===== src/rtl/dii_package.sv =====
`default_nettype none
// ============================================================================
// Package     : dii_package
// Description : Shared types and constants for the DII debug ring: the flit
//               structure, event packet type/subtype codes, the state
//               encodings of the UART terminal bridge FSMs and a saturating
//               counter helper.
// Revision    : 1.0 - initial release
// ============================================================================
package dii_package;

    // One ring flit: handshake valid, end-of-packet marker, 16-bit payload.
    typedef struct packed {
        logic        valid;
        logic        last;
        logic [15:0] data;
    } dii_flit;

    localparam logic [1:0] DII_TYPE_EVENT     = 2'b10;
    localparam logic [3:0] DII_SUB_EVENT_LAST = 4'b0000;

    // Flags word carried in flit 2 of every UART character event.
    localparam logic [15:0] UART_EVENT_FLAGS = {DII_TYPE_EVENT, DII_SUB_EVENT_LAST, 10'h000};

    typedef enum logic [2:0] {
        TX_IDLE  = 3'd0,
        TX_DEST  = 3'd1,
        TX_SRC   = 3'd2,
        TX_FLAGS = 3'd3,
        TX_DATA  = 3'd4
    } tx_state_t;

    typedef enum logic [2:0] {
        RX_HDR_DEST  = 3'd0,
        RX_HDR_SRC   = 3'd1,
        RX_HDR_FLAGS = 3'd2,
        RX_DATA      = 3'd3,
        RX_DISCARD   = 3'd4
    } rx_state_t;

    // Increment that sticks at all-ones instead of wrapping.
    function automatic logic [7:0] sat_inc8(input logic [7:0] value);
        return (value == 8'hFF) ? value : value + 8'd1;
    endfunction

endpackage
`default_nettype wire


===== src/rtl/osd_uart_term_fifo.sv =====
`default_nettype none
// ============================================================================
// Module      : osd_uart_term_fifo
// Description : Synchronous single-clock FIFO holding received characters.
//               A push is ignored while full and a pop is ignored while
//               empty; both gates use the current-cycle flags, so a full
//               FIFO never accepts a push in the cycle it is popped.
// Ports       : clk, rst        clock, synchronous active-high reset
//               push, push_data write request and data
//               pop, pop_data   read request and head-of-queue data
//               full, empty     occupancy flags
// Revision    : 1.0 - initial release
// ============================================================================
module osd_uart_term_fifo #(
    parameter int DEPTH = 4,   // power of two, >= 2
    parameter int WIDTH = 8
) (
    input  logic             clk,
    input  logic             rst,
    input  logic             push,
    input  logic [WIDTH-1:0] push_data,
    input  logic             pop,
    output logic [WIDTH-1:0] pop_data,
    output logic             full,
    output logic             empty
);

    localparam int             AW       = (DEPTH > 1) ? $clog2(DEPTH) : 1;
    localparam logic [AW-1:0]  PTR_ONE  = 1;
    localparam logic [AW:0]    CNT_ONE  = 1;
    localparam logic [AW:0]    CNT_FULL = (AW + 1)'(DEPTH);

    logic [WIDTH-1:0] r_mem [DEPTH];
    logic [AW-1:0]    r_wr_ptr;
    logic [AW-1:0]    r_rd_ptr;
    logic [AW:0]      r_count;

    logic w_push;
    logic w_pop;

    assign full     = (r_count == CNT_FULL);
    assign empty    = (r_count == '0);
    assign w_push   = push && !full;
    assign w_pop    = pop && !empty;
    assign pop_data = r_mem[r_rd_ptr];

    // Pointers wrap naturally because DEPTH is a power of two.
    always_ff @(posedge clk) begin
        if (rst) begin
            r_wr_ptr <= '0;
            r_rd_ptr <= '0;
            r_count  <= '0;
        end else begin
            if (w_push) begin
                r_wr_ptr <= r_wr_ptr + PTR_ONE;
            end
            if (w_pop) begin
                r_rd_ptr <= r_rd_ptr + PTR_ONE;
            end
            case ({w_push, w_pop})
                2'b10:   r_count <= r_count + CNT_ONE;
                2'b01:   r_count <= r_count - CNT_ONE;
                default: r_count <= r_count;
            endcase
        end
    end

    always_ff @(posedge clk) begin
        if (w_push) begin
            r_mem[r_wr_ptr] <= push_data;
        end
    end

endmodule
`default_nettype wire


===== src/rtl/osd_uart_term_bridge.sv =====
`default_nettype none
// ============================================================================
// Module      : osd_uart_term_bridge
// Description : Host-side terminal endpoint for the DEM-UART character
//               channel on the DII debug ring. Received single-character
//               event packets are validated and their payload queued in a
//               FIFO; host characters are wrapped into 4-flit event packets
//               addressed to the target UART module.
// Ports       : clk, rst                   clock, synchronous active-high reset
//               debug_in / debug_in_ready   flits from the ring
//               debug_out / debug_out_ready flits to the ring
//               id, target_id              own address, target UART address
//               rx_char/rx_valid/rx_ready  received character stream
//               tx_char/tx_valid/tx_ready  host character stream
//               err_cnt                    saturating discarded-packet count
// Config      : OSD_UART_TERM_SRC_FILTER_EN - when defined, packets whose
//               source is not target_id are discarded and counted.
// Revision    : 1.0 - initial release
// ============================================================================
module osd_uart_term_bridge
    import dii_package::*;
#(
    parameter int FIFO_DEPTH = 4
) (
    input  logic        clk,
    input  logic        rst,
    input  dii_flit     debug_in,
    output logic        debug_in_ready,
    output dii_flit     debug_out,
    input  logic        debug_out_ready,
    input  logic [15:0] id,
    input  logic [15:0] target_id,
    output logic [7:0]  rx_char,
    output logic        rx_valid,
    input  logic        rx_ready,
    input  logic [7:0]  tx_char,
    input  logic        tx_valid,
    output logic        tx_ready,
    output logic [7:0]  err_cnt
);

    // ------------------------------------------------------------------
    // TX path: one character in flight, flits produced from registers.
    // ------------------------------------------------------------------
    tx_state_t   r_tx_state;
    dii_flit     r_out;
    logic        r_tx_ready;
    logic [7:0]  r_tx_buf;

    always_ff @(posedge clk) begin
        if (rst) begin
            r_tx_state <= TX_IDLE;
            r_out      <= '0;
            r_tx_ready <= 1'b1;
            r_tx_buf   <= '0;
        end else begin
            case (r_tx_state)
                TX_IDLE: begin
                    if (tx_valid) begin
                        r_tx_buf   <= tx_char;
                        r_out      <= '{valid: 1'b1, last: 1'b0, data: target_id};
                        r_tx_ready <= 1'b0;
                        r_tx_state <= TX_DEST;
                    end
                end
                TX_DEST: begin
                    if (debug_out_ready) begin
                        r_out.data <= id;
                        r_tx_state <= TX_SRC;
                    end
                end
                TX_SRC: begin
                    if (debug_out_ready) begin
                        r_out.data <= UART_EVENT_FLAGS;
                        r_tx_state <= TX_FLAGS;
                    end
                end
                TX_FLAGS: begin
                    if (debug_out_ready) begin
                        r_out.data <= {8'h00, r_tx_buf};
                        r_out.last <= 1'b1;
                        r_tx_state <= TX_DATA;
                    end
                end
                TX_DATA: begin
                    if (debug_out_ready) begin
                        r_out      <= '0;
                        r_tx_ready <= 1'b1;
                        r_tx_state <= TX_IDLE;
                    end
                end
                default: begin
                    r_out      <= '0;
                    r_tx_ready <= 1'b1;
                    r_tx_state <= TX_IDLE;
                end
            endcase
        end
    end

    assign debug_out = r_out;
    assign tx_ready  = r_tx_ready;

    // ------------------------------------------------------------------
    // RX path: header validation, payload into the char FIFO.
    // ------------------------------------------------------------------
    rx_state_t   r_rx_state;
    logic [7:0]  r_err_cnt;

    logic        w_fifo_full;
    logic        w_fifo_empty;
    logic [7:0]  w_fifo_data;
    logic        w_in_acc;
    logic        w_push;
    logic        w_flags_ok;

    // Only the DATA flit can be stalled; header and discarded flits are
    // always consumed so the ring never blocks on a rejected packet.
    assign debug_in_ready = (r_rx_state == RX_DATA) ? !w_fifo_full : 1'b1;
    assign w_in_acc       = debug_in.valid && debug_in_ready;
    assign w_push         = w_in_acc && (r_rx_state == RX_DATA);
    assign w_flags_ok     = (debug_in.data[15:14] == DII_TYPE_EVENT) &&
                            (debug_in.data[13:10] == DII_SUB_EVENT_LAST);

    always_ff @(posedge clk) begin
        if (rst) begin
            r_rx_state <= RX_HDR_DEST;
            r_err_cnt  <= '0;
        end else if (w_in_acc) begin
            case (r_rx_state)
                RX_HDR_DEST: begin
                    if (debug_in.last) begin
                        r_err_cnt  <= sat_inc8(r_err_cnt);
                    end else if (debug_in.data != id) begin
                        r_err_cnt  <= sat_inc8(r_err_cnt);
                        r_rx_state <= RX_DISCARD;
                    end else begin
                        r_rx_state <= RX_HDR_SRC;
                    end
                end
                RX_HDR_SRC: begin
                    if (debug_in.last) begin
                        r_err_cnt  <= sat_inc8(r_err_cnt);
                        r_rx_state <= RX_HDR_DEST;
                    end
`ifdef OSD_UART_TERM_SRC_FILTER_EN
                    else if (debug_in.data != target_id) begin
                        r_err_cnt  <= sat_inc8(r_err_cnt);
                        r_rx_state <= RX_DISCARD;
                    end
`endif
                    else begin
                        r_rx_state <= RX_HDR_FLAGS;
                    end
                end
                RX_HDR_FLAGS: begin
                    if (debug_in.last) begin
                        r_err_cnt  <= sat_inc8(r_err_cnt);
                        r_rx_state <= RX_HDR_DEST;
                    end else if (!w_flags_ok) begin
                        r_err_cnt  <= sat_inc8(r_err_cnt);
                        r_rx_state <= RX_DISCARD;
                    end else begin
                        r_rx_state <= RX_DATA;
                    end
                end
                RX_DATA: begin
                    // The char is kept even when the packet overruns; the
                    // trailing flits are dropped and the packet counted.
                    if (debug_in.last) begin
                        r_rx_state <= RX_HDR_DEST;
                    end else begin
                        r_err_cnt  <= sat_inc8(r_err_cnt);
                        r_rx_state <= RX_DISCARD;
                    end
                end
                RX_DISCARD: begin
                    if (debug_in.last) begin
                        r_rx_state <= RX_HDR_DEST;
                    end
                end
                default: r_rx_state <= RX_HDR_DEST;
            endcase
        end
    end

    osd_uart_term_fifo #(
        .DEPTH (FIFO_DEPTH),
        .WIDTH (8)
    ) u_rx_fifo (
        .clk       (clk),
        .rst       (rst),
        .push      (w_push),
        .push_data (debug_in.data[7:0]),
        .pop       (rx_ready),
        .pop_data  (w_fifo_data),
        .full      (w_fifo_full),
        .empty     (w_fifo_empty)
    );

    assign rx_valid = !w_fifo_empty;
    assign rx_char  = w_fifo_empty ? 8'h00 : w_fifo_data;
    assign err_cnt  = r_err_cnt;

endmodule
`default_nettype wire


===== config.mk =====
export PLATFORM = sky130hd
export DESIGN_NAME = osd_uart_term_bridge
export DESIGN_NICKNAME = d
export VERILOG_FILES = /design/src/rtl/dii_package.sv /design/src/rtl/osd_uart_term_fifo.sv /design/src/rtl/osd_uart_term_bridge.sv
export SDC_FILE = /design/constraint.sdc
export NUM_CORES = 1
export LEC_CHECK = 0
export BUFFER_PORTS_ARGS = -buffer_cell sky130_fd_sc_hd__buf_2
export CAP_MARGIN = 20
export CELL_PAD_IN_SITES_DETAIL_PLACEMENT = 1
export CELL_PAD_IN_SITES_GLOBAL_PLACEMENT = 1
export CORE_MARGIN = 2
export CORE_UTILIZATION = 41
export CTS_CLUSTER_DIAMETER = 100
export DETAILED_ROUTE_END_ITERATION = 8
export GPL_TIMING_DRIVEN = 0
export HOLD_SLACK_MARGIN = 0.02
export PLACE_DENSITY_LB_ADDON = 0.1
export SYNTH_ARGS = -nofsm -noshare
export SYNTH_HDL_FRONTEND = slang
export SYNTH_SLANG_ARGS = --single-unit

===== constraint.sdc =====
create_clock -name clk -period 2.65 [get_ports clk]
set_input_delay 0.3975 -clock clk [delete_from_list [all_inputs] [get_ports clk]]
set_output_delay 0.3975 -clock clk [all_outputs]
set_load 0.01 [all_outputs]

==> key figures <==
Clocking
  • Htree depth: 3
  • CTS root buffer: clkbuf_8
  • Hold Buf Count CTS: 0
  • Clock transition at path regs: 0.09 ns
  • Clk sinks: 82
  • Longest Clk Path Bufs: 2
  • Clock latency on the worst-skew pair: 0.36 ns
  • Cts bufs inserted: 9
  • TritonCTS clock tree: built
  • CTS-repair resized insts: 0
  • Post-CTS Setup Bufs: 0

Floorplanning
  • Core area: 0.00915 mm2
  • # IOs: 100
  • Starting Density: 0.419
  • Die width: 101 um
  • Height of the die: 101 um
  • Site Rows: 35
  • Die area: 0.0101 mm2

Yosys
  • Complex-gate fraction of the synthesized area: 0.121
  • Post-synth EDFFs: 32
  • Most used flip-flop cell after synthesis: dfxtp_1
  • Post-Synth XOR/XNOR Area: 0.0571
  • Post-synthesis mux area share: 0.0816
  • Synth unique cells: 52
  • Sequential element share of the synthesized area: 0.512
  • Synth warnings: 0
  • Adder-Cell Fraction of Synth Area: 0.0248
  • Post-Synthesis Cells: 356
  • Mapped cell area: 0.00383 mm2
  • Syn_nets: 426
  • Avg Inst Size Synth: 10.8 um2
  • Synth Register Bits: 82
  • Synth Area in Simple Gates: 0.162
  • Synth async-reset ratio: 0
  • Largest family of logic cells by synthesized area: simple AND/OR/NAND/NOR gates

STA
  • Setup TNS: 0 ns
  • Tcrit/Tclk final: 0.933
  • Slew Viols, Final: 0
  • Max transition margin: 0.475
  • Hold_ws: 0.281 ns
  • Actual slew at the worst max-slew pin: 0.784 ns
  • Hold Violations, Final: 0
  • Slack of the critical path: 0.179 ns
  • Unrepaired setup endpoints after global routing: no
  • Max Fclk: 0.405 GHz
  • Min cycle time layout: 2.47 ns
  • # setup viols final: 0
  • Final Skew: 0.0172 ns

Critical path
  • Crit Reg-Reg Endpoint: u_rx_fifo.r_count[2]$_SDFFE_PP0P_
  • Critical Path End Type: primary output
  • CP max FO: 8
  • Worst R2R Path Depth: 9
  • Reg-to-reg slack, setup: 0.25 ns
  • WP data required: 2.25 ns
  • WP buf/inv: 2
  • Worst path cell trace: clkbuf_1 -> mux4_2 -> and2_1 -> buf_2
  • Delay-heaviest family, CP: buffers and inverters
  • Critical Path Max Stage Delay: 0.58 ns
  • Startpoint types: flip-flop
  • Worst r2r src: u_rx_fifo.r_count[0]$_SDFFE_PP0P_
  • Slowest CP cell: mux4_2
  • Worst Path Class, Setup: reg2out
  • Crit path DAT: 2.07 ns

GRT
  • GRT Util Overall: 0.217
  • First-pass GRT wire length: 16,500 um
  • Initial antenna violation count: 0
  • Pin count of the biggest net entering global routing: 18
  • GRT overflow: 0
  • Vias in the first global route: 3,177

Drt
  • DRC: 0
  • WL/cell: 18.1 um
  • Antenna Nets Post-Route: 0
  • M1 WL: 4610 um
  • Final WL: 10,500 um
  • Met3 Wirelength: 314 um
  • DR vias: 3,045
  • Drt first-iter violations: 149
  • Met2 WL: 5390 um
  • DR top layer: met4
  • DR pass1 iterations: 4
  • Vias per cell: 5.24

Place
  • Detailed Place HPWL: 8040 um
  • Dpl ws: 0.117 ns
  • Post-DP Area: 0.00447 mm2
  • Port bufs: 98
  • Final Wtd Congestion: 0.835

Min path
  • HP Start: tx_char[6]
  • Hold worst-path end: r_tx_buf[6]$_SDFFE_PP0P_
  • Hold Path Depth: 3
  • Worst min path class: in2reg

Layout
  • Nets: 535
  • Most frequent cells in the layout: buf_2, dfxtp_1, nor2_1
  • FF/Latch Area: 0.00196 mm2
  • Layout area overhead: 21.5%
  • Commonest non-fill, non-tap cell in the layout: buf_2
  • Design Area, Final: 0.00466 mm2
  • Layout cells sized above 1: 0.326
  • Multi-input gate area: 0.00171 mm2
  • Filler cell count: 1,054
  • # diodes: 0

Power and ir drop
  • Final Power: 2.71 mW
  • Switching Fraction: 0.297
  • Switching power: 0.806 mW
  • Reg power frac: 0.514
  • Total power per unit cell area: 582 mW/mm2
  • Peak VDD IR: 0.000239 V
  • Combinational power share: 0.159
  • Pint: 1.91 mW
  • Leak: 1.85 nW
  • Clock share of power: 0.327

Outcome
  • Status: complete, no violations

Job
  • Max_cap viols: 0
-- worst max-delay path by stage --
stage	cells after the start	endpoint
5_1_grt	9	u_rx_fifo.r_count[2]$_SDFFE_PP0P_
3_5_place_dp	10	u_rx_fifo.r_count[2]$_SDFFE_PP0P_
3_3_place_gp	10	u_rx_fifo.r_count[2]$_SDFFE_PP0P_
4_1_cts	10	u_rx_fifo.r_count[2]$_SDFFE_PP0P_
2_1_floorplan	10	u_rx_fifo.r_count[2]$_SDFFE_PP0P_
6_report	4	rx_char[4]
-- power groups by stage --
stage               Clock (mW)  Sequential, mW  Combinational (mW)
finish                   0.886            1.39               0.432
global route             0.961            1.40               0.479
CTS                      0.905            1.39               0.432
detailed placement           0            1.42               0.431
global placement             0            1.42               0.419
floorplan                    0            1.43               0.236
-- cells in the mapped netlist, types with 2 or more instances --
library cell,n,area share
edfxtp_1,32,0.25
nand3b_1,2,0.0039
nand2_1,23,0.023
nor2_1,38,0.037
mux4_2,8,0.047
nor4_1,5,0.0082
inv_1,10,0.0098
a222oi_1,7,0.018
buf_2,3,0.0039
o31ai_1,2,0.0039
or3_1,6,0.0098
dfxtp_1,50,0.26
mux2i_1,2,0.0052
a22oi_1,11,0.022
o21ai_0,11,0.014
mux2_2,8,0.023
clkbuf_1,13,0.013
buf_4,3,0.0059
nor3_1,13,0.017
xor2_1,21,0.048
xnor2_1,4,0.0091
clkbuf_8,2,0.0072
a21o_1,2,0.0039
nand4_1,4,0.0065
nand3_1,2,0.0026
and2_1,13,0.021
ha_1,6,0.020
or3_2,3,0.0059
a21oi_1,29,0.038
-- flip-flops by register name, summed over array words and instances, names as in the netlist, named ones only --
signal	count
u_rx_fifo.r_mem	32
debug_out	18
err_cnt	8
r_tx_buf	8
r_rx_state	3
r_tx_state	3
u_rx_fifo.r_count	3
u_rx_fifo.r_rd_ptr	2
u_rx_fifo.r_wr_ptr	2
tx_ready	1
-- logic make-up (layout without fill, tap and decap cells) --
family,after synthesis,after routing
xor+xnor,25,25
simple gates,121,121
fa+ha+maj,7,7
flops,82,82
compound gates,69,69
buf+inv,33,147
mux,19,19
-- layer usage --
metal	GRT usage	vias to the layer above
li1	-	1500
met1	0.267	1469
met2	0.382	61
met3	0.0298	15
met4	0.0896	0
met5	0	-
-- layout make-up --
cell class / count / share of cell area
plain buffers: 22 / 0.0255
inverters: 10 / 0.00806
repair buffers: 99 / 0.107
clock buffers: 9 / 0.0266
well taps: 111 / 0.0298
clock inverters: 7 / 0.0142
multi-input cells: 241 / 0.368
flip-flops and latches: 82 / 0.421
-- stage by stage --
step / std cells / util
3_5_place_dp: 566 / 0.489
4_1_cts: 582 / 0.509
5_1_grt: 581 / 0.509
3_3_place_gp: 565 / 0.488
6_report: 581 / 0.509
2_1_floorplan: 356 / -
-- worst register-to-register path: stages, from the launching register on --
cell and delay (ns):
dfxtp_1 0.39, or3_2 0.14, clkbuf_1 0.31, and2_1 0.25, ha_1 0.20, inv_1 0.06, fa_1 0.37, xor2_1 0.15
or3_1 0.32, a21oi_1 0.14
No activity file was read; power rests on OpenSTA's default activity.
